$ cat config.mk
export PLATFORM = sky130hd
export DESIGN_NAME = fetch_unit
export DESIGN_NICKNAME = d
export VERILOG_FILES = /design/src/rtl/riscv.sv /design/src/rtl/sync_fifo.sv /design/src/rtl/fetch_unit.sv
export SDC_FILE = /design/constraint.sdc
export NUM_CORES = 1
export LEC_CHECK = 0
export CAP_MARGIN = 5
export CORE_MARGIN = 5
export CORE_UTILIZATION = 40
export DETAILED_ROUTE_END_ITERATION = 12
export MAX_ROUTING_LAYER = met4
export PLACE_DENSITY_LB_ADDON = 0.15
export SETUP_SLACK_MARGIN = 0.2
export SYNTH_ARGS = -nofsm -noshare
export SYNTH_HDL_FRONTEND = slang
export SYNTH_SLANG_ARGS = --single-unit
$ cat constraint.sdc
create_clock -name clk -period 5.43 [get_ports clk]
set_clock_uncertainty 0.05 [all_clocks]
set_input_delay 0.543 -clock clk [delete_from_list [all_inputs] [get_ports clk]]
set_output_delay 0.543 -clock clk [all_outputs]
set_load 0.03 [all_outputs]
$ cat src/rtl/riscv.sv
// Shared RV32 core definitions: address/instruction types, boot and trap vectors,
// and the fetch-queue entry, cause and state types.
package riscv;

  localparam int unsigned XLEN = 32;

  typedef logic [XLEN-1:0] word_t;
  typedef logic [31:0]     inst_t;

  localparam word_t INST_ADDR = 32'h0000_0000;
  localparam word_t TRAP_ADDR = 32'h0000_0080;

  typedef enum logic [1:0] {
    FETCH_MISALIGNED = 2'd0,
    FETCH_BUS_ERROR  = 2'd1
  } fetch_cause_t;

  typedef enum logic {
    FETCH_RUN,
    FETCH_HALT
  } fetch_state_t;

  typedef struct packed {
    word_t        pc;
    inst_t        ir;
    logic         fault;
    fetch_cause_t cause;
  } fetch_entry_t;

endpackage

$ cat src/rtl/sync_fifo.sv
// Synchronous FIFO with synchronous flush; the head is read straight from storage
// registers, so rd_data has no combinational path from push/wr_data.
module sync_fifo #(
  parameter int unsigned WIDTH = 8,
  parameter int unsigned DEPTH = 4,
  localparam int unsigned AW   = $clog2(DEPTH)
) (
  input  logic             clk,
  input  logic             reset,
  input  logic             flush,
  input  logic             push,
  input  logic [WIDTH-1:0] wr_data,
  input  logic             pop,
  output logic [WIDTH-1:0] rd_data,
  output logic             empty,
  output logic [AW:0]      count
);

  logic [WIDTH-1:0] mem_q [DEPTH];
  logic [AW-1:0]    rd_ptr_q, rd_ptr_d;
  logic [AW-1:0]    wr_ptr_q, wr_ptr_d;
  logic [AW:0]      count_q, count_d;
  logic             do_push, do_pop;

  always_comb begin
    do_pop   = pop & (count_q != '0);
    // A full FIFO still accepts a push when the head leaves in the same cycle.
    do_push  = push & ((count_q != (AW+1)'(DEPTH)) | do_pop);
    rd_ptr_d = rd_ptr_q;
    wr_ptr_d = wr_ptr_q;
    count_d  = count_q;
    if (flush) begin
      do_push  = 1'b0;
      do_pop   = 1'b0;
      rd_ptr_d = '0;
      wr_ptr_d = '0;
      count_d  = '0;
    end else begin
      if (do_push) wr_ptr_d = wr_ptr_q + 1'b1;
      if (do_pop)  rd_ptr_d = rd_ptr_q + 1'b1;
      count_d = count_q + (AW+1)'(do_push) - (AW+1)'(do_pop);
    end
  end

  always_ff @(posedge clk) begin
    if (reset) begin
      rd_ptr_q <= '0;
      wr_ptr_q <= '0;
      count_q  <= '0;
    end else begin
      rd_ptr_q <= rd_ptr_d;
      wr_ptr_q <= wr_ptr_d;
      count_q  <= count_d;
    end
  end

  always_ff @(posedge clk) begin
    if (do_push) mem_q[wr_ptr_q] <= wr_data;
  end

  assign rd_data = mem_q[rd_ptr_q];
  assign empty   = (count_q == '0);
  assign count   = count_q;

endmodule

$ cat src/rtl/fetch_unit.sv
// Prefetching instruction-fetch front end: credit-limited request issue, in-order
// responses tagged with their request PC, and a fetch queue feeding decode.
module fetch_unit #(
  parameter int unsigned     XLEN       = 32,
  parameter int unsigned     DEPTH      = 4,
  parameter logic [XLEN-1:0] RESET_ADDR = riscv::INST_ADDR,
  parameter logic [XLEN-1:0] TRAP_ADDR  = riscv::TRAP_ADDR
) (
  input  logic            clk,
  input  logic            reset,
  output logic            imem_req_valid,
  input  logic            imem_req_ready,
  output logic [XLEN-1:0] imem_req_addr,
  input  logic            imem_rsp_valid,
  input  logic [31:0]     imem_rsp_data,
  input  logic            imem_rsp_error,
  input  logic            redirect_valid,
  input  logic [XLEN-1:0] redirect_addr,
  input  logic            trap,
  output logic            id_valid,
  input  logic            id_ready,
  output logic [XLEN-1:0] id_pc,
  output logic [31:0]     id_ir,
  output logic            id_fault,
  output logic [1:0]      id_cause
);

  localparam int unsigned CW = $clog2(DEPTH) + 1;
  localparam int unsigned EW = XLEN + 35;

  riscv::fetch_state_t state_q, state_d;
  logic [XLEN-1:0]     pc_q, pc_d;
  logic [CW-1:0]       out_cnt_q, out_cnt_d;
  logic [CW-1:0]       kill_cnt_q, kill_cnt_d;
  logic                mis_pend_q, mis_pend_d;

  logic                flush, req_hs, q_push, q_empty, tag_empty;
  logic [EW-1:0]       q_wr, q_rd;
  logic [CW-1:0]       q_cnt, tag_cnt;
  logic [XLEN-1:0]     tag_pc;
  logic [CW:0]         credit;

  assign flush          = redirect_valid | trap;
  assign credit         = {1'b0, out_cnt_q} + {1'b0, q_cnt};
  assign imem_req_valid = ~reset & (state_q == riscv::FETCH_RUN) & ~mis_pend_q
                        & (credit < (CW+1)'(DEPTH)) & ~flush;
  assign imem_req_addr  = pc_q;
  assign req_hs         = imem_req_valid & imem_req_ready;

  always_comb begin
    state_d    = state_q;
    pc_d       = pc_q;
    out_cnt_d  = out_cnt_q;
    kill_cnt_d = kill_cnt_q;
    mis_pend_d = mis_pend_q;
    q_push     = 1'b0;
    q_wr       = '0;

    if (req_hs) begin
      out_cnt_d = out_cnt_d + 1'b1;
      pc_d      = pc_q + XLEN'(4);
    end
    if (imem_rsp_valid) out_cnt_d = out_cnt_d - 1'b1;

    if (flush) begin
      // A response landing in the redirect cycle is dropped here, not counted as a kill.
      kill_cnt_d = out_cnt_q - CW'(imem_rsp_valid);
      pc_d       = trap ? TRAP_ADDR : redirect_addr;
      state_d    = riscv::FETCH_RUN;
      mis_pend_d = ~trap & (redirect_addr[1:0] != 2'b00);
    end else begin
      if (imem_rsp_valid) begin
        if (kill_cnt_q != '0) begin
          kill_cnt_d = kill_cnt_q - 1'b1;
        end else begin
          q_push = 1'b1;
          q_wr   = {tag_pc, imem_rsp_data, imem_rsp_error, riscv::FETCH_BUS_ERROR};
          if (imem_rsp_error) state_d = riscv::FETCH_HALT;
        end
      end
      // Misaligned target waits for the old path to drain so the fault stays in order.
      if (mis_pend_q && kill_cnt_q == '0) begin
        q_push     = 1'b1;
        q_wr       = {pc_q, 32'h0, 1'b1, riscv::FETCH_MISALIGNED};
        mis_pend_d = 1'b0;
        state_d    = riscv::FETCH_HALT;
      end
    end
  end

  always_ff @(posedge clk) begin
    if (reset) begin
      state_q    <= riscv::FETCH_RUN;
      pc_q       <= RESET_ADDR;
      out_cnt_q  <= '0;
      kill_cnt_q <= '0;
      mis_pend_q <= 1'b0;
    end else begin
      state_q    <= state_d;
      pc_q       <= pc_d;
      out_cnt_q  <= out_cnt_d;
      kill_cnt_q <= kill_cnt_d;
      mis_pend_q <= mis_pend_d;
    end
  end

  sync_fifo #(
    .WIDTH (XLEN),
    .DEPTH (DEPTH)
  ) u_tag_fifo (
    .clk     (clk),
    .reset   (reset),
    .flush   (1'b0),
    .push    (req_hs),
    .wr_data (pc_q),
    .pop     (imem_rsp_valid),
    .rd_data (tag_pc),
    .empty   (tag_empty),
    .count   (tag_cnt)
  );

  sync_fifo #(
    .WIDTH (EW),
    .DEPTH (DEPTH)
  ) u_fetch_q (
    .clk     (clk),
    .reset   (reset),
    .flush   (flush),
    .push    (q_push),
    .wr_data (q_wr),
    .pop     (id_valid & id_ready),
    .rd_data (q_rd),
    .empty   (q_empty),
    .count   (q_cnt)
  );

  assign id_valid = ~q_empty;
  assign id_pc    = q_rd[EW-1 -: XLEN];
  assign id_ir    = q_rd[34:3];
  assign id_fault = ~q_empty & q_rd[2];
  assign id_cause = q_rd[1:0];

  a_trap_aligned: assert property (@(posedge clk) disable iff (reset)
    trap |-> (TRAP_ADDR[1:0] == 2'b00));
  a_tag_track: assert property (@(posedge clk) disable iff (reset)
    (tag_cnt == out_cnt_q) && (!imem_rsp_valid || !tag_empty));

endmodule

==> flow_summary.toml <==
[status]
status = "finished, final reports clean"

[logic_synthesis]
synth.distinct_cells = 62
ys_seq_elements = 450
synth_fp_nets = 1101
synth_ff_type = "edfxtp_1"
synth_cells = 1006
ys_warn_count = 0
syn_area_um2 = 18100
ys_seq_area_share_pct = 71.6
avgSynthCellArea_um2 = 18.0
async_flop_share_pct = 0
synth-edff-count = 392

[cts]
path_clk_slew_ns = 0.06
root_buffer = "clkbuf_16"
postCtsSetupBuffers = 0
cts.sinks = 450
clockBufferDepth = 3
cts_made_buffers = 47
tritoncts = "yes"
worstSkewPairLatency_ns = 0.57
hold_buffers = 0
ctsResizeCount = 0
htreeDepth = 2

[critical_path]
end_kind = "primary output"
critPathMaxStageDelay_ns = 0.86
ff2ff_path_depth = 10
cp.required_ns = 4.84
worstPathArrival_ns = 3.15
cp-start-kind = "flip-flop"
path_class = "flip-flop to primary output"
cp_cell_sequence = "buf_4, mux4_2, clkdlybuf4s50_1"
crit_fanout = 40
cp_slowest_cell = "dfxtp_4"

[floorplan]
fp.dieArea_um2 = 49500
die_w_um = 223
initial_utilization_pct = 40.7
io_pins = 173
fp.dieH_um = 223
core_area_um2 = 44400
num_rows = 77

[timing]
setup-tns-final_ns = 0
maxSlewViolCount = 0
rsz0062_at_grt = "no"
min_period_over_period_pct = 69.0
period_minus_slack_ns = 3.75
fmax_mhz = 267
hold_viol = 0
finalSetupViolCount = 0
worstMarginPinSlew_ns = 1.11
relSlewSlack_pct = 25.2

[global_route]
overflow = 0
grt_pass1_wl_mm = 65.0
use_met1_pct = 24.8
antenna_found_initial = 3
grtUsageTotal_pct = 17.6
gr-usage-met2_pct = 27.0
grt_pass1_vias = 10200
grtUsageMet3_pct = 3.04
grt_max_degree = 69
busiest_layer = "met2"

[routing]
drtAntennaViolNets = 0
drt_first_iter_violations = 774
via_per_inst = 5.37
drt-total-wl_mm = 42.8
drtPass1Iterations = 5
avgRoutedWirePerCell_um = 23.5
route.detailed.drc = 0
vias = 9790

[placed_design]
dp_hpwl_mm = 26.5
place_congestion = 0.816
postPlaceCellArea_um2 = 20600
portBuffers = 171

[power]
leakagePower_nw = 7.18
power.density_nw_per_um2 = 343
irDropWorstVdd_v = 0.000184

[job]
maxCapViolCount = 0

[finish]
drive_gt1_share_pct = 16.6
syn2layout_area_growth_pct = 21.9
num-nets-final = 1292
final_util_pct = 49.6
final_common_cell = "edfxtp_1"
fin_area_um2 = 22000
layout_common_cells = "392 x edfxtp_1, 171 x clkdlybuf4s50_1, 98 x mux4_2"
antennaDiodeCount = 0

[min_path]
min_path_type = "flip-flop to flip-flop"
holdPathStages = 2
logic make-up after synthesis:
kind of cell             synth area share [%]
flip-flops                               71.6
AND/OR/NAND/NOR                          5.94
AO/OA/AOI/OAI                            5.24
multiplexers                             12.9
buffers and inverters                    1.62
adder cells (fa/ha/maj)                  1.68
XOR/XNOR                                0.970
other                                  0.0208
worst paths after layout:
check | startpoint | endpoint | slack (ns)
worst max register to register | out_cnt_q[2] | out_cnt_q[2] | 2.27
worst min register to register | state_q | state_q | 0.45
worst min-delay path | state_q | state_q | 0.45
worst max-delay path | flip-flop | id_pc[7] | 1.68
stage by stage:
stage                     setup slack (ns)  total power, mW  hold slack, ns  instances
after detailed placement              1.49             4.59           0.417       1740
final                                 1.68             7.55           0.448       1824
after global placement                1.52             4.59           0.410       1740
after CTS                             1.53             7.63           0.446       1824
after floorplan                       1.43             4.36           0.391       1006
after global routing                  1.45             7.83           0.473       1824
synth_stat cells, types with 3 or more instances:
library cell,count,area share [%]
or3_1,3,0.10
xor2_1,7,0.34
buf_2,3,0.083
a22o_1,33,1.6
nor4_1,6,0.21
xnor2_1,13,0.63
and4_1,5,0.24
a311oi_1,4,0.19
and2_1,46,1.6
nor3_1,16,0.44
o21ai_0,13,0.36
o221ai_1,7,0.34
clkbuf_1,33,0.69
nand2b_1,3,0.10
nand3_1,9,0.25
mux2i_1,13,0.72
mux4_2,98,12
a31oi_1,6,0.21
and3_1,9,0.31
buf_1,14,0.29
a21oi_1,25,0.69
nor2_1,46,0.96
nand4_1,6,0.21
nand2_1,38,0.79
a21o_1,4,0.17
dfxtp_1,58,6.4
a211oi_1,14,0.58
ha_1,21,1.5
inv_1,20,0.42
or2_2,3,0.10
edfxtp_1,392,65
where the power goes:
part	leakage (nW)	switching, mW	total, mW	internal (mW)
Combinational	2.27	0.313	0.643	0.330
Sequential	4.20	0.0732	3.87	3.79
Clock	0.708	1.25	3.04	1.79
Total	7.18	1.64	7.55	5.91
worst max-delay path, delay by kind of cell, from the launching register on:
| kind | cells | cell delay (ns) |
|---|---|---|
| multiplexers | 1 | 0.60 |
| buffers and inverters | 2 | 1.05 |
| flip-flops | 1 | 0.86 |
registers in the layout, indices dropped and copies added (netlist names), named ones only:
register and count:
u_tag_fifo.count 3, state_q 1, u_tag_fifo.mem_q 128, imem_req_addr 32
kill_cnt_q 3, u_fetch_q.wr_ptr_q 2, mis_pend_q 1, u_fetch_q.count 3
u_fetch_q.mem_q 264, u_tag_fifo.rd_ptr_q 2, u_tag_fifo.wr_ptr_q 2, u_fetch_q.rd_ptr_q 2
out_cnt_q 3
metal layers:
| layer | vias up | part of all wire (%) |
|---|---|---|
| li1 | 4438 | - |
| met4 | 0 | 1.8 |
| met3 | 59 | 5.0 |
| met1 | 4998 | 45 |
| met2 | 295 | 48 |
| met5 | - | 0 |
cell type report:
cell class | count | area [um^2]
Tap cell | 592 | 741
Clock buffer | 70 | 1340
Timing Repair Buffer | 195 | 1940
Fill cell | 3689 | 22400
Sequential cell | 450 | 12900
Clock inverter | 14 | 116
Inverter | 20 | 75.1
Multi-Input combinational cell | 483 | 4870
No activity file was read; power rests on OpenSTA's default activity.
